## src/rtl/fpu_op_issue_pkg.sv

```systemverilog
// Shared types and constants for the FPU request front end.
package fpu_pkg;

  typedef enum logic [7:0] {
    OP_ADD = 8'h80,
    OP_SUB = 8'h81,
    OP_MUL = 8'h82,
    OP_DIV = 8'h83
  } OP_T;

  typedef enum logic [1:0] {
    RM_NEAREST = 2'd0,
    RM_TO_ZERO = 2'd1,
    RM_TO_POS  = 2'd2,
    RM_TO_NEG  = 2'd3
  } RMODE_T;

  typedef enum logic [1:0] {
    ERR_OK      = 2'd0,
    ERR_ILLEGAL = 2'd1,
    ERR_TIMEOUT = 2'd2
  } ERR_T;

  typedef enum logic [1:0] {
    S_IDLE,
    S_ISSUE,
    S_WAIT,
    S_RESP
  } STATE_T;

  // One queued request; op is raw because illegal codes must survive the FIFO.
  typedef struct packed {
    logic [7:0]  op;
    logic [1:0]  rmode;
    logic [31:0] a;
    logic [31:0] b;
  } REQ_T;

  localparam int          REQ_W    = $bits(REQ_T);
  localparam logic [31:0] QNAN     = 32'h7FC0_0000;
  localparam logic [4:0]  FLAG_INV = 5'b10000;

  function automatic logic op_legal(input logic [7:0] op);
    return op inside {OP_ADD, OP_SUB, OP_MUL, OP_DIV};
  endfunction

endpackage

```

## src/rtl/fpu_op_issue_if.sv

```systemverilog
// Request / FPU / response bundle of the FPU issue front end.
interface fpu_op_issue_if;
  logic        req_valid_i;
  logic        req_ready_o;
  logic [7:0]  req_op_i;
  logic [1:0]  req_rmode_i;
  logic [31:0] req_a_i;
  logic [31:0] req_b_i;
  logic        fpu_start_o;
  logic [7:0]  fpu_op_o;
  logic [1:0]  fpu_rmode_o;
  logic [31:0] fpu_a_o;
  logic [31:0] fpu_b_o;
  logic        fpu_done_i;
  logic [31:0] fpu_result_i;
  logic [4:0]  fpu_flags_i;
  logic        rsp_valid_o;
  logic        rsp_ready_i;
  logic [31:0] rsp_result_o;
  logic [4:0]  rsp_flags_o;
  logic [1:0]  rsp_err_o;
  logic        busy_o;

  // Requester / FPU / response consumer side.
  modport master (
    output req_valid_i, req_op_i, req_rmode_i, req_a_i, req_b_i,
    output fpu_done_i, fpu_result_i, fpu_flags_i, rsp_ready_i,
    input  req_ready_o, fpu_start_o, fpu_op_o, fpu_rmode_o, fpu_a_o, fpu_b_o,
    input  rsp_valid_o, rsp_result_o, rsp_flags_o, rsp_err_o, busy_o
  );

  // Issue block side.
  modport slave (
    input  req_valid_i, req_op_i, req_rmode_i, req_a_i, req_b_i,
    input  fpu_done_i, fpu_result_i, fpu_flags_i, rsp_ready_i,
    output req_ready_o, fpu_start_o, fpu_op_o, fpu_rmode_o, fpu_a_o, fpu_b_o,
    output rsp_valid_o, rsp_result_o, rsp_flags_o, rsp_err_o, busy_o
  );
endinterface

```

## src/rtl/fpu_req_fifo.sv

```systemverilog
// Generic synchronous FIFO; wrap-bit pointers distinguish full from empty.
module fpu_req_fifo #(
  parameter int WIDTH = 74,
  parameter int DEPTH = 4
) (
  input  logic             clk,
  input  logic             rst_n,
  input  logic             i_push,
  input  logic [WIDTH-1:0] i_wdata,
  input  logic             i_pop,
  output logic [WIDTH-1:0] o_rdata,
  output logic             o_full,
  output logic             o_empty
);
  localparam int AW = $clog2(DEPTH);
  localparam int PW = AW + 1;

  logic [PW-1:0]    r_wptr, r_rptr;
  logic [WIDTH-1:0] r_mem [DEPTH];

  // Pointer update; push and pop in one cycle are independent.
  always_ff @(posedge clk or negedge rst_n) begin
    if (!rst_n) begin
      r_wptr <= '0;
      r_rptr <= '0;
    end else begin
      if (i_push && !o_full)  r_wptr <= r_wptr + PW'(1);
      if (i_pop  && !o_empty) r_rptr <= r_rptr + PW'(1);
    end
  end

  // Storage write; contents need no reset since empty masks them.
  always_ff @(posedge clk) begin
    if (i_push && !o_full) r_mem[r_wptr[AW-1:0]] <= i_wdata;
  end

  assign o_rdata = r_mem[r_rptr[AW-1:0]];
  assign o_empty = (r_wptr == r_rptr);
  assign o_full  = (r_wptr[AW] != r_rptr[AW]) && (r_wptr[AW-1:0] == r_rptr[AW-1:0]);
endmodule

```

## src/rtl/fpu_op_issue.sv

```systemverilog
// FPU issue front end: request FIFO, one-at-a-time issue FSM with hang
// timeout, and an in-order held response register.
module fpu_op_issue
  import fpu_pkg::*;
#(
  parameter int DEPTH   = 4,
  parameter int TIMEOUT = 64
) (
  input logic           clk,
  input logic           rst_n,
  fpu_op_issue_if.slave bus
);
  localparam int CW = $clog2(TIMEOUT);

  STATE_T          r_state;
  logic [CW-1:0]   r_cnt;
  logic            r_start;
  logic [7:0]      r_op;
  logic [1:0]      r_rmode;
  logic [31:0]     r_a, r_b;
  logic            r_rsp_valid;
  logic [31:0]     r_result;
  logic [4:0]      r_flags;
  ERR_T            r_err;

  REQ_T            w_req, w_head;
  logic [REQ_W-1:0] w_rdata;
  logic            w_full, w_empty, w_push, w_pop;

  assign w_req  = '{op: bus.req_op_i, rmode: bus.req_rmode_i, a: bus.req_a_i, b: bus.req_b_i};
  assign w_head = w_rdata;
  assign w_push = bus.req_valid_i && !w_full;
  assign w_pop  = (r_state == S_IDLE) && !w_empty;

  fpu_req_fifo #(.WIDTH(REQ_W), .DEPTH(DEPTH)) u_fifo (
    .clk     (clk),
    .rst_n   (rst_n),
    .i_push  (w_push),
    .i_wdata (w_req),
    .i_pop   (w_pop),
    .o_rdata (w_rdata),
    .o_full  (w_full),
    .o_empty (w_empty)
  );

  // Issue FSM; start is raised on the pop edge so it is high exactly in ISSUE.
  always_ff @(posedge clk or negedge rst_n) begin
    if (!rst_n) begin
      r_state     <= S_IDLE;
      r_cnt       <= '0;
      r_start     <= 1'b0;
      r_op        <= '0;
      r_rmode     <= '0;
      r_a         <= '0;
      r_b         <= '0;
      r_rsp_valid <= 1'b0;
      r_result    <= '0;
      r_flags     <= '0;
      r_err       <= ERR_OK;
    end else begin
      r_start <= 1'b0;
      case (r_state)
        S_IDLE: if (!w_empty) begin
          r_op    <= w_head.op;
          r_rmode <= w_head.rmode;
          r_a     <= w_head.a;
          r_b     <= w_head.b;
          if (op_legal(w_head.op)) begin
            r_start <= 1'b1;
            r_state <= S_ISSUE;
          end else begin
            r_result    <= QNAN;
            r_flags     <= FLAG_INV;
            r_err       <= ERR_ILLEGAL;
            r_rsp_valid <= 1'b1;
            r_state     <= S_RESP;
          end
        end
        S_ISSUE: begin
          r_cnt   <= '0;
          r_state <= S_WAIT;
        end
        S_WAIT: begin
          // done beats a simultaneous timeout
          if (bus.fpu_done_i) begin
            r_result    <= bus.fpu_result_i;
            r_flags     <= bus.fpu_flags_i;
            r_err       <= ERR_OK;
            r_rsp_valid <= 1'b1;
            r_state     <= S_RESP;
          end else if (r_cnt == CW'(TIMEOUT - 1)) begin
            r_result    <= QNAN;
            r_flags     <= FLAG_INV;
            r_err       <= ERR_TIMEOUT;
            r_rsp_valid <= 1'b1;
            r_state     <= S_RESP;
          end else begin
            r_cnt <= r_cnt + CW'(1);
          end
        end
        S_RESP: if (bus.rsp_ready_i) begin
          r_rsp_valid <= 1'b0;
          r_state     <= S_IDLE;
        end
        default: r_state <= S_IDLE;
      endcase
    end
  end

  assign bus.req_ready_o  = !w_full;
  assign bus.fpu_start_o  = r_start;
  assign bus.fpu_op_o     = r_op;
  assign bus.fpu_rmode_o  = r_rmode;
  assign bus.fpu_a_o      = r_a;
  assign bus.fpu_b_o      = r_b;
  assign bus.rsp_valid_o  = r_rsp_valid;
  assign bus.rsp_result_o = r_result;
  assign bus.rsp_flags_o  = r_flags;
  assign bus.rsp_err_o    = r_err;
  assign bus.busy_o       = !w_empty || (r_state != S_IDLE);
endmodule

```

## src/flat_wrapper.sv

```systemverilog
// flat-port wrapper written by rule: the top's interface ports become plain ports
module fpu_op_issue_flat import fpu_pkg::*;
#(
  parameter int DEPTH   = 4,
  parameter int TIMEOUT = 64
)
  (clk, rst_n, bus_req_valid_i, bus_req_op_i, bus_req_rmode_i, bus_req_a_i, bus_req_b_i, bus_fpu_done_i, bus_fpu_result_i, bus_fpu_flags_i, bus_rsp_ready_i, bus_req_ready_o, bus_fpu_start_o, bus_fpu_op_o, bus_fpu_rmode_o, bus_fpu_a_o, bus_fpu_b_o, bus_rsp_valid_o, bus_rsp_result_o, bus_rsp_flags_o, bus_rsp_err_o, bus_busy_o);
  fpu_op_issue_if bus_i ();
  input logic clk;
  input logic rst_n;
  input wire logic [$bits(bus_i.req_valid_i)-1:0] bus_req_valid_i;
  input wire logic [$bits(bus_i.req_op_i)-1:0] bus_req_op_i;
  input wire logic [$bits(bus_i.req_rmode_i)-1:0] bus_req_rmode_i;
  input wire logic [$bits(bus_i.req_a_i)-1:0] bus_req_a_i;
  input wire logic [$bits(bus_i.req_b_i)-1:0] bus_req_b_i;
  input wire logic [$bits(bus_i.fpu_done_i)-1:0] bus_fpu_done_i;
  input wire logic [$bits(bus_i.fpu_result_i)-1:0] bus_fpu_result_i;
  input wire logic [$bits(bus_i.fpu_flags_i)-1:0] bus_fpu_flags_i;
  input wire logic [$bits(bus_i.rsp_ready_i)-1:0] bus_rsp_ready_i;
  output wire logic [$bits(bus_i.req_ready_o)-1:0] bus_req_ready_o;
  output wire logic [$bits(bus_i.fpu_start_o)-1:0] bus_fpu_start_o;
  output wire logic [$bits(bus_i.fpu_op_o)-1:0] bus_fpu_op_o;
  output wire logic [$bits(bus_i.fpu_rmode_o)-1:0] bus_fpu_rmode_o;
  output wire logic [$bits(bus_i.fpu_a_o)-1:0] bus_fpu_a_o;
  output wire logic [$bits(bus_i.fpu_b_o)-1:0] bus_fpu_b_o;
  output wire logic [$bits(bus_i.rsp_valid_o)-1:0] bus_rsp_valid_o;
  output wire logic [$bits(bus_i.rsp_result_o)-1:0] bus_rsp_result_o;
  output wire logic [$bits(bus_i.rsp_flags_o)-1:0] bus_rsp_flags_o;
  output wire logic [$bits(bus_i.rsp_err_o)-1:0] bus_rsp_err_o;
  output wire logic [$bits(bus_i.busy_o)-1:0] bus_busy_o;
  assign bus_i.req_valid_i = bus_req_valid_i;
  assign bus_i.req_op_i = bus_req_op_i;
  assign bus_i.req_rmode_i = bus_req_rmode_i;
  assign bus_i.req_a_i = bus_req_a_i;
  assign bus_i.req_b_i = bus_req_b_i;
  assign bus_i.fpu_done_i = bus_fpu_done_i;
  assign bus_i.fpu_result_i = bus_fpu_result_i;
  assign bus_i.fpu_flags_i = bus_fpu_flags_i;
  assign bus_i.rsp_ready_i = bus_rsp_ready_i;
  assign bus_req_ready_o = bus_i.req_ready_o;
  assign bus_fpu_start_o = bus_i.fpu_start_o;
  assign bus_fpu_op_o = bus_i.fpu_op_o;
  assign bus_fpu_rmode_o = bus_i.fpu_rmode_o;
  assign bus_fpu_a_o = bus_i.fpu_a_o;
  assign bus_fpu_b_o = bus_i.fpu_b_o;
  assign bus_rsp_valid_o = bus_i.rsp_valid_o;
  assign bus_rsp_result_o = bus_i.rsp_result_o;
  assign bus_rsp_flags_o = bus_i.rsp_flags_o;
  assign bus_rsp_err_o = bus_i.rsp_err_o;
  assign bus_busy_o = bus_i.busy_o;
  fpu_op_issue #(.DEPTH(DEPTH), .TIMEOUT(TIMEOUT)) u_core (.clk(clk), .rst_n(rst_n), .bus(bus_i));
endmodule
```

## config.mk

```make
export PLATFORM = sky130hd
export DESIGN_NAME = fpu_op_issue_flat
export DESIGN_NICKNAME = d
export VERILOG_FILES = /design/src/rtl/fpu_op_issue_pkg.sv /design/src/rtl/fpu_op_issue_if.sv /design/src/rtl/fpu_req_fifo.sv /design/src/rtl/fpu_op_issue.sv /design/src/flat_wrapper.sv
export SDC_FILE = /design/constraint.sdc
export NUM_CORES = 1
export LEC_CHECK = 0
export CAP_MARGIN = 30
export CORE_ASPECT_RATIO = 0.9
export CORE_UTILIZATION = 50
export CTS_BUF_LIST = sky130_fd_sc_hd__clkbuf_4 sky130_fd_sc_hd__clkbuf_8 sky130_fd_sc_hd__clkbuf_16
export DETAILED_ROUTE_END_ITERATION = 8
export PLACE_DENSITY_LB_ADDON = 0.05
export SLEW_MARGIN = 20
export SYNTH_ARGS = -nofsm -noshare
export SYNTH_HDL_FRONTEND = slang
export SYNTH_SLANG_ARGS = --single-unit
```

## constraint.sdc

```tcl
create_clock -name clk -period 8.75 [get_ports clk]
set_input_delay 2.1875 -clock clk [delete_from_list [all_inputs] [get_ports clk]]
set_output_delay 2.1875 -clock clk [all_outputs]
set_load 0.05 [all_outputs]
```

======== Word level (Yosys, flattened, before mapping) ========
Memories as Yosys holds them, arrays and structs flattened.
Cells that the tools add are included.
word-level totals
  bits in writable memories ............... 296
  word-level logic and storage cells ...... 89
  output and inout bits ................... 117
  flip-flop bits (word level) ............. 129
  memories kept ........................... 1
cells by class
  reductions and logical operators ........ 19
  add/subtract/negate cells ............... 3
  bitwise operators ....................... 1
  equal/unequal tests ..................... 17
  mux-type cells .......................... 35
memories
  memory               depth  bits a word  read ports  clocked after Yosys merged registers in  write ports  line                source
  u_core.u_fifo.r_mem  4      74           1           0                                        1            fpu_req_fifo.sv:19  logic [WIDTH-1:0] r_mem [DEPTH];
operator list
  kind                 number
  $mux 32              4
  $pmux 32 s2          1
  $eq 8x8->1 const B   4
  $mux 5               4
  $mux 2               9
  $mux 6               2
  $pmux 6 s2           1
  $mux 1               10
  $ne 2x2->1 const B   5
  $pmux 5 s2           1
  $pmux 2 s4           1
  $add 3x1->3 const B  2
  $add 6x1->6 const B  1
  $eq 6x6->1 const B   1
  $reduce_and 3->1     2
  $reduce_bool 2->1    3
  $logic_and 1x1->1    5
  $reduce_and 5->1     1
  $eq 2x2->1 const B   2
  $pmux 2 s2           1
  $reduce_and 4->1     1
  $reduce_bool 4->1    1
  $eq 3x3->1           1
  $ne 3x2->1 const B   1
  10 further kinds     11

======== Logic depth before layout (Yosys ltp) ========
Gate-level depths: netlist (run 1).
  depth in word-level cells ............... 7
  mapped depth ............................ 10

======== Modules after synthesis ========
From an unflattened synthesis (run 1), not the netlist that was laid out.
second synthesis, totals
  cells, all modules ...................... 805
  area, all modules ....................... 16366.9 um2
by module, submodules not included
  module        cells an instance  area an instance (um2)  instances  seq. area each (um2)
  fpu_req_fifo  439                11218.3                 1          9038.7
  fpu_op_issue  366                5148.7                  1          3078.0

======== Worst setup path before layout (run 1) ========
Ideal clock, no wire load.
  path kind ............................... input-to-reg
  start point ............................. input bus_req_valid_i
  end point ............................... memory u_core.u_fifo.r_mem[3][0] (enable)
  path buffers ............................ 0
  setup slack ............................. 3.975 ns
  cell stages on the path ................. 2
  arrival ................................. 4.333 ns
  setup time .............................. 0.442 ns
  cells stage by stage .................... a21boi_1 and2_1
between the ends
  word-level cells in the longest chain between the ends .. 4
ends and longest elaborated chain
  what                          line                source
  start, declared               flat_wrapper.sv:11  input wire logic [$bits(bus_i.req_valid_i)-1:0] bus_req_valid_i;
  $logic_and 1x1->1             fpu_op_issue.sv:32  assign w_push = bus.req_valid_i && !w_full;
  $logic_and 1x1->1             fpu_req_fifo.sv:34  if (i_push && !o_full) r_mem[r_wptr[AW-1:0]] <= i_wdata;
  $mux 1                        fpu_req_fifo.sv:34
  $mux 1 (not written as such)  fpu_req_fifo.sv:34
  end, declared                 fpu_req_fifo.sv:19
Every way passes these cells.

======== Worst setup path after layout (run 1) ========
  start point ............................. register u_core.u_fifo.r_rptr[0]
  end point ............................... output bus_busy_o
between the ends
  word-level cells in the longest chain between the ends .. 3
ends and longest elaborated chain
  what                    line                 source
  start, declared         fpu_req_fifo.sv:18   logic [PW-1:0] r_wptr, r_rptr;
  start signal, assigned  fpu_req_fifo.sv:28   if (i_pop && !o_empty) r_rptr <= r_rptr + PW'(1);
  $eq 3x3->1              fpu_req_fifo.sv:38   assign o_empty = (r_wptr == r_rptr);
  $logic_not 1->1         fpu_op_issue.sv:120  assign bus.busy_o = !w_empty || (r_state != S_IDLE);
  $logic_or 1x1->1        fpu_op_issue.sv:120
  end, declared           flat_wrapper.sv:30   output wire logic [$bits(bus_i.busy_o)-1:0] bus_busy_o;
Every way passes these cells.

==> impl_metrics.env, run 1 <==
export IMPL_antenna_left=0
export IMPL_fp_dieW_um=190.9
export IMPL_core_um2=31220
export IMPL_synth_distinct_cells=35
export IMPL_ctsHoldBuffers=0
export IMPL_drive_above_1_share_pct=25.99
export IMPL_whs_path_depth=1
export IMPL_hold_path_endpoint="u_core.u_fifo.r_rptr[2]$_DFFE_PN0P_"
export IMPL_r2r_end="u_core.bus.rsp_result_o[18]$_DFFE_PN0P_"
export IMPL_yosys_warnings=0
export IMPL_rsz0062_at_grt="false"
export IMPL_tns_ns=0
export IMPL_vias_per_cell=5.359
export IMPL_cts_resized=0
export IMPL_worst_ep_arrival_time_ns=3.13
export IMPL_num_vias=7894
export IMPL_cts_sinks=425
export IMPL_leakage_nw=7.520
export IMPL_synthTopCellsByArea="edfxtp_1, dfrtp_1, mux4_2, mux2_2, and3_1"
export IMPL_h_tree_depth=2
export IMPL_rows=61
export IMPL_start_util_pct=51.45
export IMPL_worstSetupPathType="reg2out"
export IMPL_cts_root_buf="clkbuf_16"
export IMPL_cts_tree="done"
export IMPL_powerDensity_nw_per_um2=403.7
export IMPL_synth_simple_area_share_pct=2.594
export IMPL_worst_r2r_cell_count=6
export IMPL_clk_pin_slew_ns=0.05
export IMPL_clockBufferDepth=3
export IMPL_drc_errors=0
export IMPL_crit_required_ns=6.56
export IMPL_finalWirelength_um=31250
export IMPL_antenna_found_initial=3
export IMPL_fill_cells=2146
export IMPL_first_pass_iters=6
export IMPL_hpwlAfterDp_um=18720
export IMPL_hold_viol=0
export IMPL_grt_start_max_net_pins=83
export IMPL_synthTopCellsByCount="edfxtp_1, dfrtp_1, mux2_2, mux4_2, and3_1"
export IMPL_synth_top_family_by_area="multiplexers"
export IMPL_fmax_mhz=188.1
export IMPL_max_stage_delay_ns=1.02
export IMPL_yosysTopAreaCell="edfxtp_1"
export IMPL_synth_area_per_cell_um2=20.70
export IMPL_dp_cells=1390
export IMPL_fin_skew_ns=0.01280
export IMPL_min_period_over_period_pct=60.77
export IMPL_async_reset_ff_share_pct=30.35
export IMPL_multi_input_area_um2=3714
export IMPL_die_h_um=172.0
export IMPL_post_route_min_period_ns=5.318
export IMPL_syn_nets=902
export IMPL_fin_nets=1154
export IMPL_die_area_um2=32840
export IMPL_regArea_um2=12120
export IMPL_insertion_delay_ns=0.52
export IMPL_gr_total_overflow=0
export IMPL_grt_pass1_vias=8120
export IMPL_setup_viol=0
export IMPL_cts_setup_buffers=0
export IMPL_synth_xor_area_share_pct=0.5453
export IMPL_syn_instance_count=776
export IMPL_final_cells=1473
export IMPL_synthesis_area_um2=16060
export IMPL_pin_count=233
export IMPL_synth_edff_count=296
export IMPL_synth_area_mux_share_pct=18.56
export IMPL_worstHoldStart="u_core.u_fifo.r_rptr[2]$_DFFE_PN0P_"
export IMPL_status="complete, no violations"
export IMPL_path_cells="xor2_1 > nor3_1 > nand2_1 > clkdlybuf4s50_1"
export IMPL_yosysTopAreaCellShare_pct=55.34
export IMPL_slew_headroom_pct=37.28
export IMPL_end_kind="output port"
export IMPL_synth_compound_area_share_pct=0.5376
export IMPL_r2r_setup_slack_ns=4.92
export IMPL_finalMaxSlewViolations=0
export IMPL_cp_start_kind="flop"
export IMPL_area_delta_synth_final_pct=26.74
export IMPL_reg2reg_from="u_core.u_fifo.r_rptr[0]$_DFFE_PN0P_"
export IMPL_gp_congestion=0.7525
export IMPL_grt_usage_pct=19.26
export IMPL_io_buffer_count=232
export IMPL_numCtsBuffers=43
export IMPL_synth_seq_area_share_pct=75.44
export IMPL_hold_path_class="reg2reg"
export IMPL_drtIter0Drc=408
export IMPL_cap_violations=0
export IMPL_ys_ff_latch=425
export IMPL_synthMostInstantiatedCell="edfxtp_1"
export IMPL_cp_max_fo=43
export IMPL_slowest_stage="dfrtp_4"
export IMPL_synth_ff_type="edfxtp_1"
export IMPL_worst_slew_pin_slew_ns=0.9408
export IMPL_peakVddDrop_mv=0.2923
export IMPL_grt_pass1_wl_um=47480
export IMPL_synthAdderAreaFrac_pct=0.7791
export IMPL_wl_per_cell_um=21.22
## metal layers
metal / vias up / GRT usage [%] / routed length [µm]
li1: 3553 / - / -
met1: 4073 / 26.05 / 13460
met2: 226 / 32.07 / 15170
met3: 38 / 4.262 / 2161
met4: 4 / 4.417 / 433
met5: - / 0 / 27
## worst max-delay path by stage
stage / from / to / slack [ns] / cells past startpoint
2_1_floorplan: bus_req_valid_i / u_core.u_fifo.r_mem[3][0]$_DFFE_PP_ / 3.97 / 2
3_3_place_gp: u_core.u_fifo.r_rptr[0]$_DFFE_PN0P_ / bus_busy_o / 3.87 / 4
3_5_place_dp: bus_req_valid_i / u_core.u_fifo.r_mem[0][45]$_DFFE_PP_ / 3.84 / 4
4_1_cts: u_core.u_fifo.r_rptr[0]$_DFFE_PN0P_ / bus_busy_o / 3.29 / 4
5_1_grt: u_core.u_fifo.r_rptr[0]$_DFFE_PN0P_ / bus_busy_o / 3.15 / 4
6_report: u_core.u_fifo.r_rptr[0]$_DFFE_PN0P_ / bus_busy_o / 3.43 / 4
## cells in the final DEF (no fill, tap or decap), types with 2 or more instances in the layout
| cell type | count |
|---|---|
| clkbuf_16 | 45 |
| diode_2 | 2 |
| edfxtp_1 | 296 |
| bufinv_16 | 3 |
| buf_16 | 3 |
| nand2b_1 | 2 |
| nand2_1 | 12 |
| and3_1 | 29 |
| xnor2_1 | 2 |
| nor2b_1 | 2 |
| xor2_1 | 8 |
| buf_4 | 9 |
| mux2_2 | 94 |
| and2_4 | 4 |
| a41oi_1 | 2 |
| o2bb2ai_1 | 2 |
| dfrtp_4 | 2 |
| clkdlybuf4s50_1 | 231 |
| clkinv_1 | 4 |
| nor2_1 | 17 |
| clkinv_2 | 2 |
| o21ai_0 | 4 |
| dfrtp_1 | 127 |
| inv_1 | 16 |
| clkbuf_4 | 19 |
| mux2i_1 | 12 |
| a21oi_1 | 2 |
| clkbuf_8 | 6 |
| nand3_1 | 2 |
| mux4_2 | 74 |
| ha_1 | 10 |
| mux2_4 | 9 |
## where the power goes
| group | internal (mW) | total [mW] | leakage [nW] | switching (mW) |
|---|---|---|---|---|
| clock | 1.14 | 1.85 | 0.742 | 0.706 |
| combinational | 1.35 | 3.25 | 2.51 | 1.89 |
| sequential | 2.81 | 3.12 | 4.27 | 0.311 |
| total | 5.31 | 8.22 | 7.52 | 2.91 |
## logic make-up (layout without fill, tap and decap cells)
kind of cell	after synthesis	after routing
buffers and inverters	53	339
other	0	2
and+or+nand+nor	76	76
xor gates and xnor gates	10	10
AOI/OAI and AO/OA	13	13
DFF	425	425
adders and majority gates	10	10
muxes	189	189
## layout make-up
| type | count | share of cell area (%) |
|---|---|---|
| antenna | 2 | 0.02459 |
| clock buffer | 70 | 6.639 |
| clock inverter | 9 | 0.5655 |
| inverter | 16 | 0.2951 |
| multi-input combinational | 298 | 18.24 |
| sequential | 425 | 59.56 |
| tap | 409 | 2.514 |
| timing repair buffer | 244 | 12.15 |
## registers in the layout (all words and copies together) (netlist names)
register and count:
u_core.bus.fpu_a_o 32, u_core.bus.fpu_b_o 32, u_core.bus.fpu_op_o 8, u_core.bus.fpu_rmode_o 2, u_core.bus.fpu_start_o 1, u_core.bus.rsp_err_o 2, u_core.bus.rsp_flags_o 5, u_core.bus.rsp_result_o 32
u_core.bus.rsp_valid_o 1, u_core.r_cnt 6, u_core.r_state 2, u_core.u_fifo.r_mem 296, u_core.u_fifo.r_rptr 3, u_core.u_fifo.r_wptr 3
## worst max-delay path, delay by kind of cell, from the launching register on
kind	cells	cell delay (ns)
DFF	1	1.02
buffers and inverters	1	0.73
and+or+nand+nor	2	0.68
xor gates and xnor gates	1	0.18
## per-stage QoR
step / hold slack [ns] / total power, mW / setup slack, ns / util [%] / cell area, µm²
after global routing: 0.5033 / 8.589 / 3.155 / 65.19 / 20350
final: 0.4877 / 8.217 / 3.432 / 65.21 / 20350
after floorplan: 0.4604 / 5.411 / 3.975 / - / 16060
after global placement: 0.4738 / 6.402 / 3.869 / 60.23 / 18800
after detailed placement: 0.4802 / 6.451 / 3.836 / 60.32 / 18830
after CTS: 0.4904 / 8.312 / 3.291 / 65.01 / 20290
Note: power is estimated with default switching activity, not from simulation.
==> run 2: changes to the inputs <==
--- a/config.mk
+++ b/config.mk
@@ -7,7 +7,7 @@
 export LEC_CHECK = 0
 export CAP_MARGIN = 30
 export CORE_ASPECT_RATIO = 0.9
-export CORE_UTILIZATION = 50
+export CORE_UTILIZATION = 49
 export CTS_BUF_LIST = sky130_fd_sc_hd__clkbuf_4 sky130_fd_sc_hd__clkbuf_8 sky130_fd_sc_hd__clkbuf_16
 export DETAILED_ROUTE_END_ITERATION = 8
 export PLACE_DENSITY_LB_ADDON = 0.05
==> constraint.sdc (replaced) <==
create_clock -name clk -period 4.74 [get_ports clk]
set_input_delay 1.185 -clock clk [delete_from_list [all_inputs] [get_ports clk]]
set_output_delay 1.185 -clock clk [all_outputs]
set_load 0.05 [all_outputs]
==> impl_metrics.env, run 2 (synthesis results as in run 1) <==
export IMPL_routed_wl_met3_um=2227
export IMPL_gp_congestion=0.7476
export IMPL_place_ws_ns=1.171
export IMPL_antenna_left=0
export IMPL_final_cell_mix="edfxtp_1, clkdlybuf4s50_1, dfrtp_1, mux2_2, mux4_2"
export IMPL_finalWirelength_um=31480
export IMPL_cts_tree="done"
export IMPL_h_tree_depth=2
export IMPL_cp_max_fo=21
export IMPL_ctsHoldBuffers=0
export IMPL_antenna_found_initial=2
export IMPL_mostFrequentLayoutCell="edfxtp_1"
export IMPL_rows=62
export IMPL_postLayoutCoreUtil_pct=63.37
export IMPL_cp_start_kind="flop"
export IMPL_die_h_um=173.8
export IMPL_fin_hold_ws_ns=0.4874
export IMPL_grt_start_max_net_pins=85
export IMPL_drc_errors=48
export IMPL_pin_count=233
export IMPL_insertion_delay_ns=0.53
export IMPL_antennaDiodeCount=0
export IMPL_whs_path_depth=1
export IMPL_num_vias=7890
export IMPL_core_um2=32120
export IMPL_setup_viol=0
export IMPL_min_period_over_period_pct=83.70
export IMPL_finalMaxSlewViolations=0
export IMPL_final_area_um2=20350
export IMPL_crit_required_ns=3.56
export IMPL_post_dp_cell_area_um2=18880
export IMPL_cap_violations=0
export IMPL_fill_cells=2335
export IMPL_wl_met1_um=13450
export IMPL_hold_viol=0
export IMPL_hold_path_class="reg2reg"
export IMPL_post_route_min_period_ns=3.968
export IMPL_dp_cells=1401
export IMPL_gr_total_overflow=0
export IMPL_hpwlAfterDp_um=19180
export IMPL_slew_headroom_pct=40.52
export IMPL_worst_slew_pin_slew_ns=0.8922
export IMPL_fin_nets=1157
export IMPL_cts_sinks=425
export IMPL_fp_dieW_um=192.8
export IMPL_start_util_pct=50.01
export IMPL_grt_pass1_wl_um=49270
export IMPL_first_pass_iters=6
export IMPL_grt_usage_pct=19.32
export IMPL_drive_above_1_share_pct=26.57
export IMPL_clk_pin_slew_ns=0.06
export IMPL_cts_resized=0
export IMPL_finalPower_mw=15.13
export IMPL_wl_per_cell_um=21.26
export IMPL_routed_top_layer="met5"
export IMPL_drtIter0Drc=347
export IMPL_powerDensity_nw_per_um2=743.2
export IMPL_cts_root_buf="clkbuf_16"
export IMPL_die_area_um2=33510
export IMPL_worst_r2r_cell_count=6
export IMPL_fin_skew_ns=0.01832
export IMPL_status="finished, violations left"
export IMPL_violations="design-rule violations"
export IMPL_fmax_mhz=252.0
export IMPL_worst_slack_ns=0.7725
export IMPL_cts_setup_buffers=0
export IMPL_io_buffer_count=232
export IMPL_final_cells=1481
export IMPL_worst_ep_arrival_time_ns=2.78
export IMPL_area_delta_synth_final_pct=26.71
export IMPL_rsz0062_at_grt="false"
export IMPL_grt_pass1_vias=8526
export IMPL_clockBufferDepth=3
export IMPL_leakage_nw=7.523
export IMPL_vias_per_cell=5.327
export IMPL_tns_ns=0
export IMPL_peakVddDrop_mv=0.5257
export IMPL_largest_reg_flops=296
export IMPL_worstSetupPathType="reg2out"
export IMPL_end_kind="output port"
export IMPL_numCtsBuffers=42
export IMPL_wl_met2_um=15300
run 2: area by class of cell:
type                       instances  area, µm²  share of cell area [%]
clock buffer                      69       1272                   6.253
clock inverter                     9      138.9                  0.6824
inverter                          16      60.06                  0.2951
multi-input combinational        298       3714                   18.25
sequential                       425      12120                   59.58
tap                              416      520.5                   2.558
timing repair buffer             248       2521                   12.39
run 2: critical path, stage by stage, from the launching register on:
cell and delay (ns):
dfrtp_4 0.62, xor2_1 0.21, nor3_1 0.50, nand2_1 0.19, clkdlybuf4s50_1 0.73
run 2: per-layer routing:
layer  global-route usage (%)  vias up
met2                    31.65      223
met1                    26.59     4068
met5                        0        -
li1                         -     3548
met3                    4.393       47
met4                    4.003        4
run 2: path summary, 6_finish.rpt:
kind	start	end	slack [ns]
worst min-delay path	u_core.u_fifo.r_wptr[2]$_DFFE_PN0P_	u_core.u_fifo.r_wptr[2]$_DFFE_PN0P_	0.49
worst min register to register	u_core.u_fifo.r_wptr[2]$_DFFE_PN0P_	u_core.u_fifo.r_wptr[2]$_DFFE_PN0P_	0.49
worst max register to register	u_core.u_fifo.r_rptr[1]$_DFFE_PN0P_	u_core.bus.rsp_result_o[18]$_DFFE_PN0P_	1.51
max in group asynchronous	rst_n	u_core.bus.fpu_op_o[5]$_DFFE_PN0P_	3.20
min in group asynchronous	rst_n	u_core.bus.fpu_b_o[31]$_DFFE_PN0P_	0.58
worst max-delay path	u_core.u_fifo.r_rptr[1]$_DFFE_PN0P_	bus_busy_o	0.77
run 2: report_power, final:
part / switching (mW) / internal [mW] / total (mW)
registers: 0.453 / 5.19 / 5.64
clock network: 1.32 / 2.01 / 3.33
logic: 3.63 / 2.53 / 6.15
total: 5.40 / 9.72 / 15.1
==> run 3: changes to the inputs <==
--- a/config.mk
+++ b/config.mk
@@ -7,7 +7,7 @@
 export LEC_CHECK = 0
 export CAP_MARGIN = 30
 export CORE_ASPECT_RATIO = 0.9
-export CORE_UTILIZATION = 49
+export CORE_UTILIZATION = 50
 export CTS_BUF_LIST = sky130_fd_sc_hd__clkbuf_4 sky130_fd_sc_hd__clkbuf_8 sky130_fd_sc_hd__clkbuf_16
 export DETAILED_ROUTE_END_ITERATION = 8
 export PLACE_DENSITY_LB_ADDON = 0.05
==> constraint.sdc (replaced) <==
create_clock -name clk -period 3.7 [get_ports clk]
set_input_delay 0.925 -clock clk [delete_from_list [all_inputs] [get_ports clk]]
set_output_delay 0.925 -clock clk [all_outputs]
set_load 0.05 [all_outputs]
==> impl_metrics.env, run 3 (synthesis results as in run 1) <==
export IMPL_insertion_delay_ns=0.54
export IMPL_cts_resized=0
export IMPL_wl_per_cell_um=21.34
export IMPL_core_um2=31220
export IMPL_dp_cells=1402
export IMPL_final_cell_mix="edfxtp_1, clkdlybuf4s50_1, dfrtp_1, mux2_2, mux4_2"
export IMPL_cts_tree="done"
export IMPL_pin_count=233
export IMPL_fmax_mhz=307.1
export IMPL_worstSetupPathType="reg2out"
export IMPL_die_h_um=172.0
export IMPL_hold_viol=0
export IMPL_rows=61
export IMPL_post_dp_cell_area_um2=19020
export IMPL_numCtsBuffers=43
export IMPL_cts_root_buf="clkbuf_16"
export IMPL_fin_skew_ns=0.01576
export IMPL_antennaDiodeCount=0
export IMPL_clockBufferDepth=3
export IMPL_final_area_um2=20420
export IMPL_tns_ns=0
export IMPL_leakage_nw=7.549
export IMPL_end_kind="output port"
export IMPL_grt_usage_pct=19.87
export IMPL_max_stage_delay_ns=0.64
export IMPL_gp_congestion=0.7832
export IMPL_slew_headroom_pct=52.09
export IMPL_cp_max_fo=20
export IMPL_antenna_left=0
export IMPL_min_period_over_period_pct=88.01
export IMPL_cap_violations=0
export IMPL_ctsHoldBuffers=0
export IMPL_hold_path_class="in2async"
export IMPL_vias_per_cell=5.360
export IMPL_fin_nets=1164
export IMPL_die_area_um2=32840
export IMPL_status="complete, no violations"
export IMPL_num_vias=7943
export IMPL_gr_total_overflow=0
export IMPL_worst_slack_ns=0.4435
export IMPL_cts_setup_buffers=0
export IMPL_powerDensity_nw_per_um2=950.1
export IMPL_first_pass_iters=4
export IMPL_worst_slew_pin_slew_ns=0.7186
export IMPL_grt_pass1_vias=8258
export IMPL_cts_sinks=425
export IMPL_hpwlAfterDp_um=19740
export IMPL_postLayoutCoreUtil_pct=65.41
export IMPL_mostFrequentLayoutCell="edfxtp_1"
export IMPL_grt_start_max_net_pins=69
export IMPL_post_route_min_period_ns=3.256
export IMPL_rsz0062_at_grt="false"
export IMPL_start_util_pct=51.45
export IMPL_area_delta_synth_final_pct=27.13
export IMPL_drc_errors=0
export IMPL_antenna_found_initial=2
export IMPL_grt_pass1_wl_um=48730
export IMPL_path_cells="xor2_1 > nor3_1 > nand2_1 > buf_4"
export IMPL_final_cells=1482
export IMPL_io_buffer_count=232
export IMPL_setup_viol=0
export IMPL_finalPower_mw=19.40
export IMPL_worst_ep_arrival_time_ns=2.33
export IMPL_drive_above_1_share_pct=26.93
export IMPL_fp_dieW_um=190.9
export IMPL_fill_cells=2140
export IMPL_clk_pin_slew_ns=0.06
export IMPL_largest_reg_flops=296
export IMPL_path_delay_family="simple AND/OR/NAND/NOR gates"
export IMPL_drtIter0Drc=405
export IMPL_worst_path_buf_inv=1
export IMPL_place_ws_ns=0.4407
export IMPL_cp_start_kind="flop"
export IMPL_crit_required_ns=2.77
export IMPL_peakVddDrop_mv=0.5473
export IMPL_h_tree_depth=2
export IMPL_finalMaxSlewViolations=0
export IMPL_finalWirelength_um=31630
export IMPL_fin_hold_ws_ns=0.4106
export IMPL_slowest_stage="dfrtp_4"
run 3: worst paths after layout:
path	startpoint	to	slack (ns)	depth (start not counted)
max	u_core.u_fifo.r_rptr[0]$_DFFE_PN0P_	bus_busy_o	0.44	4
min	rst_n	u_core.bus.fpu_a_o[1]$_DFFE_PN0P_	0.41	1
max reg2reg	u_core.u_fifo.r_rptr[1]$_DFFE_PN0P_	u_core.bus.rsp_result_o[25]$_DFFE_PN0P_	0.78	7
min reg2reg	u_core.u_fifo.r_wptr[2]$_DFFE_PN0P_	u_core.u_fifo.r_wptr[2]$_DFFE_PN0P_	0.49	1
max in group asynchronous	rst_n	u_core.bus.fpu_a_o[10]$_DFFE_PN0P_	2.49	2
min in group clk	u_core.u_fifo.r_wptr[2]$_DFFE_PN0P_	u_core.u_fifo.r_wptr[2]$_DFFE_PN0P_	0.49	1
run 3: per-layer routing:
metal / vias up / GRT usage [%] / wire length (µm)
met3: 40 / 4.912 / 2211
met2: 241 / 32.33 / 15240
li1: 3582 / - / -
met5: - / 0 / 25
met4: 4 / 4.452 / 439
met1: 4076 / 27.28 / 13710
run 3: area by class of cell:
cell class	instances	area (µm²)	share of cell area, %
well taps	409	511.7	2.506
multi-input cells	298	3714	18.19
clock inverters	21	173.9	0.8518
flip-flops and latches	425	12120	59.38
repair buffers	254	2609	12.78
clock buffers	59	1226	6.005
inverters	16	60.06	0.2941
run 3: report_power, final:
| group | switching (mW) | leakage (nW) | internal [mW] |
|---|---|---|---|
| clock | 1.74 | 0.706 | 2.48 |
| combinational | 4.57 | 2.58 | 3.30 |
| sequential | 0.674 | 4.27 | 6.64 |
